===== config.mk =====
export PLATFORM = sky130hd
export DESIGN_NAME = alu_hilo_unit
export DESIGN_NICKNAME = d
export VERILOG_FILES = /design/src/rtl/alu_hilo_unit.sv
export SDC_FILE = /design/constraint.sdc
export NUM_CORES = 2
export LEC_CHECK = 0
export BUFFER_PORTS_ARGS = -buffer_cell sky130_fd_sc_hd__buf_2
export CORE_ASPECT_RATIO = 1.4
export CORE_UTILIZATION = 60
export DETAILED_ROUTE_END_ITERATION = 6
export GPL_TIMING_DRIVEN = 0
export PLACE_DENSITY = 0.78
export SKIP_LAST_GASP = 1
export SLEW_MARGIN = 20
export SYNTH_ARGS = -nofsm -noshare
export SYNTH_HDL_FRONTEND = slang
export SYNTH_SLANG_ARGS = --single-unit

===== constraint.sdc =====
create_clock -name Clk -period 5.1 [get_ports Clk]
set_clock_uncertainty 0.05 [all_clocks]
set_input_delay 0.255 -clock Clk [delete_from_list [all_inputs] [get_ports Clk]]
set_output_delay 0.255 -clock Clk [all_outputs]
set_load 0.01 [all_outputs]

===== src/rtl/alu_hilo_unit.sv =====
// rtl/alu_hilo_unit.sv - execute-stage ALU with HI/LO registers and sequential signed divider
//
// Purpose: combinational integer ALU plus the architectural HI/LO pair.
//          mult/madd/msub/mthi/mtlo update HI/LO in one cycle; div runs a
//          restoring divider over WIDTH cycles followed by one sign-fix cycle.
// Ports:
//   Clk       in   clock, rising edge
//   Reset     in   asynchronous active-low reset
//   En        in   valid instruction in ID/EX
//   ALUCtl    in   5-bit operation code
//   A, B      in   operands (WIDTH)
//   Shamt     in   shift amount
//   ALUResult out  combinational result (WIDTH)
//   Zero      out  ALUResult == 0
//   Busy      out  divide in flight (DIV or FIX state)
//   HI, LO    out  architectural HI/LO registers (WIDTH)
module alu_hilo_unit #(
    parameter int WIDTH = 32
) (
    input  logic             Clk,
    input  logic             Reset,
    input  logic             En,
    input  logic [4:0]       ALUCtl,
    input  logic [WIDTH-1:0] A,
    input  logic [WIDTH-1:0] B,
    input  logic [4:0]       Shamt,
    output logic [WIDTH-1:0] ALUResult,
    output logic             Zero,
    output logic             Busy,
    output logic [WIDTH-1:0] HI,
    output logic [WIDTH-1:0] LO
);

    localparam logic [4:0] OP_AND  = 5'b00000;
    localparam logic [4:0] OP_OR   = 5'b00001;
    localparam logic [4:0] OP_ADD  = 5'b00010;
    localparam logic [4:0] OP_SLL  = 5'b00011;
    localparam logic [4:0] OP_SRL  = 5'b00100;
    localparam logic [4:0] OP_MULT = 5'b00101;
    localparam logic [4:0] OP_SUB  = 5'b00110;
    localparam logic [4:0] OP_SLT  = 5'b00111;
    localparam logic [4:0] OP_NOR  = 5'b01000;
    localparam logic [4:0] OP_XOR  = 5'b01001;
    localparam logic [4:0] OP_ROTR = 5'b01010;
    localparam logic [4:0] OP_DIV  = 5'b01011;
    localparam logic [4:0] OP_MADD = 5'b01100;
    localparam logic [4:0] OP_MSUB = 5'b01101;
    localparam logic [4:0] OP_MFHI = 5'b10000;
    localparam logic [4:0] OP_MTHI = 5'b10001;
    localparam logic [4:0] OP_MFLO = 5'b10010;
    localparam logic [4:0] OP_MTLO = 5'b10011;
    localparam logic [4:0] OP_LUI  = 5'b10100;
    localparam logic [4:0] OP_SEB  = 5'b10101;
    localparam logic [4:0] OP_SEH  = 5'b10110;

    localparam int CW = $clog2(WIDTH);

    typedef enum logic [1:0] {
        S_IDLE = 2'd0,
        S_DIV  = 2'd1,
        S_FIX  = 2'd2
    } state_t;

    state_t           state_q, state_d;
    logic [WIDTH-1:0] hi_q, lo_q;
    logic [WIDTH-1:0] rem_q, quo_q, dvs_q;
    logic             sign_a_q, sign_b_q;
    logic [CW-1:0]    cnt_q;

    // ---------------- combinational ALU ----------------
    logic [2*WIDTH-1:0] rot_dbl;
    logic [15:0]        lui_half;

    assign rot_dbl  = {B, B} >> Shamt;
    assign lui_half = B[15:0];

    always_comb begin
        ALUResult = '0;
        case (ALUCtl)
            OP_AND:  ALUResult = A & B;
            OP_OR:   ALUResult = A | B;
            OP_ADD:  ALUResult = A + B;
            OP_SUB:  ALUResult = A - B;
            OP_SLT:  ALUResult = {{(WIDTH-1){1'b0}}, ($signed(A) < $signed(B))};
            OP_NOR:  ALUResult = ~(A | B);
            OP_XOR:  ALUResult = A ^ B;
            OP_SLL:  ALUResult = B << Shamt;
            OP_SRL:  ALUResult = B >> Shamt;
            OP_ROTR: ALUResult = rot_dbl[WIDTH-1:0];
            OP_LUI:  ALUResult = {lui_half, {(WIDTH-16){1'b0}}};
            OP_SEB:  ALUResult = {{(WIDTH-8){B[7]}}, B[7:0]};
            OP_SEH:  ALUResult = {{(WIDTH-16){B[15]}}, B[15:0]};
            OP_MFHI: ALUResult = hi_q;
            OP_MFLO: ALUResult = lo_q;
            default: ALUResult = '0;
        endcase
    end

    assign Zero = (ALUResult == '0);
    assign Busy = (state_q != S_IDLE);
    assign HI   = hi_q;
    assign LO   = lo_q;

    // ---------------- multiply / accumulate ----------------
    logic signed [2*WIDTH-1:0] prod;
    logic [2*WIDTH-1:0]        hilo;

    assign prod = $signed(A) * $signed(B);
    assign hilo = {hi_q, lo_q};

    // ---------------- divider datapath ----------------
    logic [WIDTH-1:0] abs_a, abs_b;
    logic [WIDTH:0]   shifted, dvs_ext;
    logic             fits;

    assign abs_a = A[WIDTH-1] ? (~A + 1'b1) : A;
    assign abs_b = B[WIDTH-1] ? (~B + 1'b1) : B;

    // Restoring step: bring the next dividend bit into the partial remainder
    // and subtract the divisor when it fits.
    assign shifted = {rem_q, quo_q[WIDTH-1]};
    assign dvs_ext = {1'b0, dvs_q};
    assign fits    = (shifted >= dvs_ext);

    logic div_start;
    assign div_start = En && (ALUCtl == OP_DIV) && (B != '0);

    always_comb begin
        state_d = state_q;
        case (state_q)
            S_IDLE:  if (div_start) state_d = S_DIV;
            S_DIV:   if (cnt_q == CW'(WIDTH-1)) state_d = S_FIX;
            S_FIX:   state_d = S_IDLE;
            default: state_d = S_IDLE;
        endcase
    end

    always_ff @(posedge Clk or negedge Reset) begin
        if (!Reset) begin
            state_q  <= S_IDLE;
            hi_q     <= '0;
            lo_q     <= '0;
            rem_q    <= '0;
            quo_q    <= '0;
            dvs_q    <= '0;
            sign_a_q <= 1'b0;
            sign_b_q <= 1'b0;
            cnt_q    <= '0;
        end else begin
            state_q <= state_d;
            case (state_q)
                S_IDLE: begin
                    if (En) begin
                        case (ALUCtl)
                            OP_MULT: {hi_q, lo_q} <= prod;
                            OP_MADD: {hi_q, lo_q} <= hilo + prod;
                            OP_MSUB: {hi_q, lo_q} <= hilo - prod;
                            OP_MTHI: hi_q <= A;
                            OP_MTLO: lo_q <= A;
                            OP_DIV: begin
                                if (B == '0) begin
                                    hi_q <= A;
                                    lo_q <= '1;
                                end else begin
                                    rem_q    <= '0;
                                    quo_q    <= abs_a;
                                    dvs_q    <= abs_b;
                                    sign_a_q <= A[WIDTH-1];
                                    sign_b_q <= B[WIDTH-1];
                                    cnt_q    <= '0;
                                end
                            end
                            default: ;
                        endcase
                    end
                end
                S_DIV: begin
                    rem_q <= fits ? (shifted[WIDTH-1:0] - dvs_q) : shifted[WIDTH-1:0];
                    quo_q <= {quo_q[WIDTH-2:0], fits};
                    cnt_q <= cnt_q + 1'b1;
                end
                S_FIX: begin
                    // 0x80000000 / -1 wraps naturally: negating 0x80000000 yields itself.
                    lo_q <= (sign_a_q ^ sign_b_q) ? (~quo_q + 1'b1) : quo_q;
                    hi_q <= sign_a_q ? (~rem_q + 1'b1) : rem_q;
                end
                default: ;
            endcase
        end
    end

endmodule


==> results.toml, run 1 <==
[clock_network]
ctsLongestPathBuffers = 3
cts_buffers = 25
h-tree-depth = 4
clk_root_buffer_cell = "sky130_fd_sc_hd__clkbuf_16"
cts_num_sinks = 169

[yosys]
avgSynthCellArea_um2 = 8.05
synth_seq_area_share_pct = 6.54
mappedNetlistNets = 9647
postSynth.topFlopCell = "sky130_fd_sc_hd__dfrtp_1"
synthCells = 8034
yosysWarningCount = 0
netlist-cell-type-count = 91
syn_area_um2 = 64700
postSynthRegisterBits = 169
synth_enable_flop_cells = 0
synth-async-reset-ratio_pct = 100

[grt]
global_route_wire_length_before_repair_um = 751000
groute.usage.overall_pct = 93.8
grt-ovfl-total = 3364
grt_max_degree = 101
first_global_vias = 94500

[placed_design]
detailedPlace.worstSlack_ns = -8.78
finalWeightedCongestion = 1.24
port_buffers = 170
area_after_dpl_um2 = 68900
placed_wire_length_estimate_um = 293000

[floorplanning]
count_of_pins_on_the_block_boundary = 175
die_width_um = 279
fp-row-count = 142
initial_utilization_pct = 60.5
die_height_um = 390

[status]
status = "aborted with a tool error"
failing_step = "5_1_grt"
error_message = "[ERROR GRT-0116] Global routing finished with congestion. Check the congestion regions in the DRC Viewer."
==> cells by family after synthesis <==
logic type                 share of synthesized area [%]
AOI/OAI and AO/OA                                   17.2
xor gates and xnor gates                            4.00
DFF                                                 6.54
muxes                                               3.56
adders and majority gates                           42.3
buffers and inverters                               10.2
and+or+nand+nor                                     16.2
==> routing by layer <==
layer / track usage, % / GRT overflow
met1: 88.3 / 161
met2: 107 / 2071
met3: 84.1 / 180
met4: 99.9 / 926
met5: 66.4 / 26
==> synthesized netlist by cell type (15+ instances only) <==
cell | n | area, um2
sky130_fd_sc_hd__a2111oi_0 | 21 | 184
sky130_fd_sc_hd__a211o_1 | 18 | 158
sky130_fd_sc_hd__a211oi_1 | 62 | 465
sky130_fd_sc_hd__a21o_1 | 107 | 803
sky130_fd_sc_hd__a21oi_1 | 449 | 2250
sky130_fd_sc_hd__a221oi_1 | 64 | 561
sky130_fd_sc_hd__a22o_1 | 17 | 149
sky130_fd_sc_hd__a22oi_1 | 56 | 420
sky130_fd_sc_hd__a31oi_1 | 46 | 288
sky130_fd_sc_hd__and2_1 | 19 | 119
sky130_fd_sc_hd__and3_1 | 38 | 238
sky130_fd_sc_hd__buf_1 | 89 | 334
sky130_fd_sc_hd__clkbuf_1 | 395 | 1480
sky130_fd_sc_hd__clkinv_1 | 31 | 116
sky130_fd_sc_hd__dfrtp_1 | 169 | 4230
sky130_fd_sc_hd__fa_1 | 1087 | 21800
sky130_fd_sc_hd__ha_1 | 449 | 5620
sky130_fd_sc_hd__inv_1 | 1215 | 4560
sky130_fd_sc_hd__mux2_2 | 37 | 417
sky130_fd_sc_hd__mux2i_1 | 104 | 1040
sky130_fd_sc_hd__mux4_2 | 36 | 811
sky130_fd_sc_hd__nand2_1 | 896 | 3360
sky130_fd_sc_hd__nand2b_1 | 54 | 338
sky130_fd_sc_hd__nand3_1 | 91 | 455
sky130_fd_sc_hd__nand4_1 | 43 | 269
sky130_fd_sc_hd__nor2_1 | 899 | 3370
sky130_fd_sc_hd__nor2b_1 | 41 | 257
sky130_fd_sc_hd__nor3_1 | 111 | 556
sky130_fd_sc_hd__nor3b_1 | 16 | 120
sky130_fd_sc_hd__nor4_1 | 32 | 200
sky130_fd_sc_hd__o2111ai_1 | 30 | 263
sky130_fd_sc_hd__o211ai_1 | 52 | 390
sky130_fd_sc_hd__o21a_1 | 33 | 248
sky130_fd_sc_hd__o21ai_0 | 379 | 1900
sky130_fd_sc_hd__o21ai_1 | 15 | 75.1
sky130_fd_sc_hd__o21bai_1 | 49 | 368
sky130_fd_sc_hd__o221ai_1 | 21 | 184
sky130_fd_sc_hd__o22ai_1 | 33 | 206
sky130_fd_sc_hd__o31ai_1 | 69 | 518
sky130_fd_sc_hd__o41ai_1 | 18 | 158
sky130_fd_sc_hd__or2_2 | 24 | 150
sky130_fd_sc_hd__or3_1 | 60 | 375
sky130_fd_sc_hd__or4_1 | 26 | 195
sky130_fd_sc_hd__xnor2_1 | 223 | 1950
sky130_fd_sc_hd__xor2_1 | 72 | 631
==> repair_timing <==
action,in CTS
hold buffers,1
endpoints found under the setup margin,103
pin swaps,264
resized for setup,1299
cloned,2
endpoints found under the hold margin,69
setup buffers,353
==> metrics by stage <==
step / util, % / hold slack, ns / instances / TNS (ns)
after floorplan: - / -0.0906 / 8034 / -193.11
after global placement: 64.2 / 0.414 / 9644 / -489.85
after detailed placement: 64.4 / 0.209 / 9652 / -422.48
after CTS: 73.4 / 0.139 / 10000 / -229.87
==> inputs of run 2 (changes only) <==
- CORE_ASPECT_RATIO: 1.4 -> not set
- CORE_UTILIZATION: 60 -> 40
- PLACE_DENSITY: 0.78 -> not set
- PLACE_DENSITY_LB_ADDON: not set -> 0.15
- clock period: 5.1 -> 6.6 ns (I/O delays scaled with it)
==> run 2 against run 1 <==
  * The flow now finishes, with violations (DRC, setup timing)
  * Synthesized cell count unchanged
  * Area after synthesis unchanged
==> results.toml, run 2 <==
[clock_network]
cts_tree = "yes"
ctsLongestPathBuffers = 2
clk_root_buffer_cell = "sky130_fd_sc_hd__clkbuf_16"
cts_num_sinks = 169
clk_pin_slew_worst_paths_ns = 0.09
h-tree-depth = 4
cts_buffers = 17
clkLatencyLatePin_ns = 0.50

[layout]
layout_area_growth_over_synthesis_pct = 26.9
finalCoreUtilization_pct = 51.1
mostFrequentLayoutCell = "sky130_fd_sc_hd__inv_1"
mostFrequentLayoutCells = "sky130_fd_sc_hd__inv_1, sky130_fd_sc_hd__fa_1, sky130_fd_sc_hd__nand2_1"
nNetsFinal = 10300
instances_no_fill = 10900
drive_gt1_share_pct = 20.8

[route]
wl_per_cell_um = 35.1
drcViolationCount = 6
drtIter0Drc = 9571
drtPass1Iterations = 7
dr_total_vias = 68800
postRouteWirelength_um = 383000
avgViaCountPerCell = 6.31
postRouteAntennaNets = 0

[yosys]
synthMuxAreaShare_pct = 3.56
syn_area_um2 = 64700
leading_cell_type_by_number_of_instances_after_synthesis = "sky130_fd_sc_hd__inv_1"
yosysTopAreaCell = "sky130_fd_sc_hd__fa_1"
synth_fa_ha_area_share_pct = 42.3
avgSynthCellArea_um2 = 8.05
yosysWarningCount = 0
synth_top_area_share_pct = 33.7
synth_xor_xnor_area_share_pct = 4.00
synth_compound_area_share_pct = 17.2
postSynthRegisterBits = 169
netlist-cell-type-count = 91
postSynth.topFlopCell = "sky130_fd_sc_hd__dfrtp_1"
post_synth_most_frequent_cells = "sky130_fd_sc_hd__inv_1, sky130_fd_sc_hd__fa_1, sky130_fd_sc_hd__nor2_1"
synth_enable_flop_cells = 0
synth_seq_area_share_pct = 6.54
post_synth_and_or_nand_nor_area_fraction_pct = 16.2
synth.top_cells.by_area = "sky130_fd_sc_hd__fa_1, sky130_fd_sc_hd__ha_1, sky130_fd_sc_hd__inv_1, sky130_fd_sc_hd__dfrtp_1, sky130_fd_sc_hd__nor2_1"
largest_family_of_logic_cells_by_synthesized_area = "adder cells"
mappedNetlistNets = 9647
synth-async-reset-ratio_pct = 100
synthCells = 8034

[timing]
rsz0062_at_grt = "yes"
max_slew_headroom_at_the_worst_pin_pct = 17.6
post-route-worst-setup-slack_ns = -3.94
final.min_clock_period_ns = 10.54
timing.final.hold_violations = 0
worst_pin_slew_ns = 1.23
whs_ns = 0.302
max_freq_ghz = 0.0949
timing.final.crit_share_pct = 160
setup_viol = 55
final-max-slew-violation-count = 0

[grt]
global_route_wire_length_before_repair_um = 526000
grt_antenna_before_repair = 54
grt_max_degree = 90
groute.usage.overall_pct = 46.4
first_global_vias = 66800
grt-ovfl-total = 0

[placed_design]
numPlacedInstances = 10400
finalWeightedCongestion = 1.10
detailedPlace.worstSlack_ns = -7.48
port_buffers = 170
placed_wire_length_estimate_um = 304000

[floorplanning]
die_width_um = 404
die_height_um = 404
floorplan.core_area_um2 = 161000
count_of_pins_on_the_block_boundary = 175
initial_utilization_pct = 40.3
floorplan.die_area_um2 = 163000
fp-row-count = 147

[flow_run]
cap_violations = 0

[critical_path]
cpMostUsedCell = "sky130_fd_sc_hd__fa_1"
timing.critical_path.fanout_max = 4
worstPathArrival_ns = 10.87
timing.critical_path.to_type = "flip-flop"
start_kind = "primary input"
critPathRequiredTime_ns = 6.93
worst-setup-path-type = "in2reg"
cp_slowest_cell = "sky130_fd_sc_hd__fa_1"
max_stage_delay_ns = 0.61

[status]
status = "finished with violations"
failed_checks = "DRC, setup timing"

[min_path]
min_path_type = "in2reg"
run 2: routing by layer:
metal	GRT usage, %	up-vias	wire length, um
li1	-	27800	-
met4	33.1	42	34600
met1	59.6	34800	145000
met3	15.9	1180	51300
met5	0.624	-	396
met2	64.5	4947	152000
run 2: cell families after synthesis:
family          Yosys count
simple gates           2400
buf+inv                1746
compound gates         1708
fa+ha+maj              1536
xor+xnor                295
mux                     180
flops                   169
run 2: path summary, 6_finish.rpt:
path	startpoint	end	slack (ns)	cells past startpoint
max	B[10]	HI[28]$_DFFE_PN0P_	-3.94	41
min	B[0]	dvs_q[0]$_DFFE_PN0P_	0.30	3
max reg2reg	LO[12]$_DFFE_PN0P_	HI[28]$_DFFE_PN0P_	1.57	13
min reg2reg	dvs_q[29]$_DFFE_PN0P_	dvs_q[29]$_DFFE_PN0P_	0.44	2
max in group asynchronous	Reset	LO[27]$_DFFE_PN0P_	5.10	3
min in group asynchronous	Reset	dvs_q[21]$_DFFE_PN0P_	0.32	2
run 2: area by class of cell:
class	count	area (um2)
Multi-Input combinational cell	6119	58500
Fill cell	15400	78500
Timing Repair Buffer	675	5850
Antenna cell	33	82.6
Tap cell	2160	2700
Clock buffer	18	439
Buffer	467	4990
Inverter	1251	5150
Sequential cell	169	4230
Clock inverter	14	176
run 2: worst max-delay path: cells and delay by family:
kind                       cells  cell delay [ns]
AOI/OAI and AO/OA             12             2.97
xor gates and xnor gates       1             0.16
adders and majority gates     10             4.75
and+or+nand+nor                8             1.21
buffers and inverters         10             1.42
run 2: stage by stage:
step	area (um2)	TNS (ns)
finish	82100	-158.23
global placement	69600	-373.67
global route	82000	-167.84
floorplan	66100	-113.72
CTS	80900	-145.28
detailed placement	70100	-314.30
run 2: what timing repair did:
| item | in CTS | in global routing |
|---|---|---|
| hold endpoints to repair | 80 | 0 |
| hold buffers | 1 | 0 |
| endpoints found under the setup margin | 63 | 56 |
| resized for setup | 1422 | 157 |
| buffers inserted | 420 | 68 |
| pin swaps | 407 | 143 |
| gates cloned | 2 | 0 |
Power of run 2 is not shown: default switching activity piles up to over one toggle a cycle in this logic, so the estimate is an artifact.
